===== config.mk =====
export PLATFORM = sky130hd
export DESIGN_NAME = hamming74_ecc_decoder
export DESIGN_NICKNAME = d
export VERILOG_FILES = /design/src/rtl/hamming_ecc_pkg.sv /design/src/rtl/hamming74_syndrome.sv /design/src/rtl/hamming74_ecc_decoder.sv
export SDC_FILE = /design/constraint.sdc
export NUM_CORES = 1
export LEC_CHECK = 0
export ABC_AREA = 1
export CORE_AREA = 2 2 39 41
export CTS_CLUSTER_SIZE = 14
export DETAILED_ROUTE_END_ITERATION = 7
export DIE_AREA = 0 0 41 43
export DONT_BUFFER_PORTS = 1
export SLEW_MARGIN = 25
export SYNTH_ARGS = -nofsm -noshare
export SYNTH_HDL_FRONTEND = slang
export SYNTH_SLANG_ARGS = --single-unit

===== constraint.sdc =====
create_clock -name clk -period 1 [get_ports clk]
set_input_delay 0.1 -clock clk [delete_from_list [all_inputs] [get_ports clk]]
set_output_delay 0.1 -clock clk [all_outputs]
set_load 0.01 [all_outputs]

===== src/rtl/hamming_ecc_pkg.sv =====
// Shared constants and pure helper functions for the Hamming(7,4) code.
// Codeword bit index = 7 - Hamming position, so position 1 is the MSB.
package hamming_ecc_pkg;

   localparam int unsigned CW_W   = 7;
   localparam int unsigned DATA_W = 4;
   localparam int unsigned SYN_W  = 3;

   // Hamming position -> codeword bit index
   localparam int unsigned P1 = 6;
   localparam int unsigned P2 = 5;
   localparam int unsigned P3 = 4;
   localparam int unsigned P4 = 3;
   localparam int unsigned P5 = 2;
   localparam int unsigned P6 = 1;
   localparam int unsigned P7 = 0;

   // Syndrome {s4,s2,s1}; a nonzero value names the erroneous position
   function automatic logic [SYN_W-1:0] calc_syndrome(input logic [CW_W-1:0] cw);
      logic s1, s2, s4;
      s1 = cw[P1] ^ cw[P3] ^ cw[P5] ^ cw[P7];
      s2 = cw[P2] ^ cw[P3] ^ cw[P6] ^ cw[P7];
      s4 = cw[P4] ^ cw[P5] ^ cw[P6] ^ cw[P7];
      return {s4, s2, s1};
   endfunction

   // Data bits {pos3,pos5,pos6,pos7}
   function automatic logic [DATA_W-1:0] extract_data(input logic [CW_W-1:0] cw);
      return {cw[P3], cw[P5], cw[P6], cw[P7]};
   endfunction

endpackage


===== src/rtl/hamming74_syndrome.sv =====
// Combinational syndrome generation and single-bit correction.
module hamming74_syndrome
   import hamming_ecc_pkg::*;
(
   input  logic [CW_W-1:0]  codeword,
   output logic [SYN_W-1:0] syndrome,
   output logic [CW_W-1:0]  corrected
);

   assign syndrome = calc_syndrome(codeword);

   // Invert the position named by the syndrome; zero leaves the word untouched
   always_comb begin
      corrected = codeword;
      for (int unsigned p = 1; p <= CW_W; p++) begin
         if (syndrome == SYN_W'(p)) begin
            corrected[CW_W - p] = ~codeword[CW_W - p];
         end
      end
   end

endmodule


===== src/rtl/hamming74_ecc_decoder.sv =====
// Hamming(7,4) single-error-correcting decoder with a one-cycle output register.
// Data/syndrome/err update every cycle; valid_out only qualifies them.
module hamming74_ecc_decoder
   import hamming_ecc_pkg::*;
(
   input  logic              clk,
   input  logic              rst,
   input  logic [CW_W-1:0]   codeword,
   input  logic              valid_in,
   output logic [SYN_W-1:0]  syndrome,
   output logic [DATA_W-1:0] data,
   output logic              valid_out,
   output logic              err
);

   logic [SYN_W-1:0]  syn_d, syn_q;
   logic [CW_W-1:0]   corr;
   logic [DATA_W-1:0] data_d, data_q;
   logic              err_d, err_q;
   logic              valid_q;

   hamming74_syndrome u_syndrome (
      .codeword  (codeword),
      .syndrome  (syn_d),
      .corrected (corr)
   );

   // Next-state: data from the corrected word, err when any syndrome bit is set
   always_comb begin
      data_d = extract_data(corr);
      err_d  = |syn_d;
   end

   // Output register stage, cleared asynchronously
   always_ff @(posedge clk or posedge rst) begin
      if (rst) begin
         syn_q   <= '0;
         data_q  <= '0;
         err_q   <= 1'b0;
         valid_q <= 1'b0;
      end else begin
         syn_q   <= syn_d;
         data_q  <= data_d;
         err_q   <= err_d;
         valid_q <= valid_in;
      end
   end

   assign syndrome  = syn_q;
   assign data      = data_q;
   assign err       = err_q;
   assign valid_out = valid_q;

endmodule


==> results.yml <==
sta:
  holdWs_ns: 0.0357
  timing.final.crit_share_pct: 83.3
  slew_headroom_pct: 78.0
  finalSetupViolCount: 0
  finalSetupTns_ns: 0
  worst_pin_slew_ns: 0.329
  setup_slack_ns: 0.167
  fmax_ghz: 1.20
  slew_viol_final: 0
  rsz0062_at_grt: "no"
  period_needed_ns: 0.833
  finalHoldViolCount: 0
route:
  wl_per_cell_um: 10.4
  drt_iter0_drc: 10
  drc: 0
  vias: 473
  drt-met1-wl_um: 473
  wl_met2_um: 591
  routed.top_layer: "met3"
  wl_met3_um: 40
  first_pass_iters: 4
  ant_nets: 0
  viasPerCell: 4.46
  routed_wl_um: 1110
setup_path:
  arrival_ns: 0.98
  cp_data_required_time_ns: 1.14
  crit_path_end_kind: "flip-flop"
  criticalPathCategory: "in -> reg"
  cp-start-kind: "input pin"
  critPathMaxFanout: 6
synthesis:
  yosysTopAreaCell: "dfrtp_1"
  synthCells: 81
  synth.distinct_cells: 14
  seq_area_frac_synth_pct: 37.8
  ys_seq_elements: 9
  ys_warn_count: 0
  synthesis.nets: 91
  syn_area_um2: 596
  synth_top_area_share_pct: 37.8
  syn_area_per_cell_um2: 7.35
  synth_area_leaders: "dfrtp_1, nand2_2, nand2_1"
clock_tree:
  clockBufferDepth: 2
  clock_sinks: 9
  cts_resized: 0
  postCtsHoldBufs: 6
  htreeDepth: 1
  cts_setup_buffers: 0
  clkTransAtPathRegs_ns: 0.06
  cts_buffers: 3
  cts_tree: "yes"
  ctsRootBufferMaster: "clkbuf_4"
finish:
  layout_common_cells: "nand2_1, nand2_2, dfrtp_1"
  drive_gt1_share_pct: 37.8
  final_util_pct: 49.9
  syn2layout_area_growth_pct: 16.0
  num-fill-cells: 142
  final_common_cell: "nand2_1"
  nNetsFinal: 101
  antenna_cells: 0
global_routing:
  grt_use_total_pct: 16.1
  grt_antenna_before_repair: 0
  grt_pass1_wl_um: 1930
  gr-total-overflow: 0
  first_global_vias: 497
  grt_max_degree: 10
die:
  io_pins: 19
  initial_core_util_pct: 43.0
  rows: 14
  die_y_um: 43
  dieWidth_um: 41
  core_mm2: 0.00138
  die_area_mm2: 0.00176
run:
  cap_violations: 0
hold_path:
  min_path_cells: 3
  holdPathEnd: "data[1]$_DFF_PP0_"
  hp-start: "codeword[1]"
  hold_class: "in -> reg"
power:
  power.density_mw_per_mm2: 1330
  p_leak_nw: 0.377
  p_total_mw: 0.919
  ir_drop_mv: 0.372
placement:
  io_buffers: 0
  place_hpwl_um: 897
  routabilityCongestion: 0.738
  pre_cts_ws_ns: 0.0731
status:
  status: "finished clean"
per-stage QoR:
step / std cells / area (µm²)
final: 106 / 691
after global placement: 96 / 604
after detailed placement: 96 / 604
after CTS: 106 / 691
after global routing: 106 / 691
after floorplan: 81 / 596
worst max path at each step:
stage,end,startpoint
finish,data[1]$_DFF_PP0_,codeword[0]
floorplan,data[3]$_DFF_PP0_,codeword[0]
CTS,data[1]$_DFF_PP0_,codeword[0]
global route,data[2]$_DFF_PP0_,codeword[0]
detailed placement,data[3]$_DFF_PP0_,codeword[4]
global placement,data[3]$_DFF_PP0_,codeword[4]
sequential cells by signal (all words and copies together) (netlist names):
register   count
data           4
syndrome       3
err            1
valid_out      1
cells in the mapped netlist:
library cell / instances
nand2_4: 3
nor2_1: 6
nand3_1: 6
nor2_2: 4
nand2_2: 15
dfrtp_1: 9
inv_2: 7
inv_4: 1
o21ai_1: 1
inv_1: 6
buf_6: 1
nand2_1: 20
nand3_2: 1
xnor2_1: 1
area by class of cell:
class / instances / area [µm²] / share of cell area, %
Multi-Input combinational cell: 57 / 304 / 44.0
Clock buffer: 4 / 26.3 / 3.80
Inverter: 14 / 55.1 / 7.97
Timing Repair Buffer: 6 / 60.1 / 8.70
Tap cell: 16 / 20.0 / 2.90
Sequential cell: 9 / 225 / 32.6
critical path: stages:
cell	delay, ns
dlygate4sd3_1	0.57
nand2_2	0.08
nand2_4	0.07
nand2_1	0.05
nand2_1	0.05
nand2_1	0.04
kinds of logic (layout without fill, tap and decap cells):
group,count (synthesis),after routing,share of synthesized area (%)
xor gates and xnor gates,1,1,1.47
and+or+nand+nor,55,55,48.7
DFF,9,9,37.8
buffers and inverters,15,24,11.1
AOI/OAI and AO/OA,1,1,0.840
routing by layer:
| metal | global-route usage [%] | vias to the layer above |
|---|---|---|
| met4 | 10.0 | 0 |
| met1 | 18.4 | 201 |
| li1 | - | 259 |
| met2 | 27.5 | 13 |
| met5 | 0 | - |
| met3 | 0 | 0 |
where the power goes:
part | internal [mW] | switching, mW | total [mW]
sequential | 0.402 | 0.0342 | 0.436
combinational | 0.0847 | 0.133 | 0.217
clock | 0.153 | 0.112 | 0.265
No activity file was read; power rests on OpenSTA's default activity.
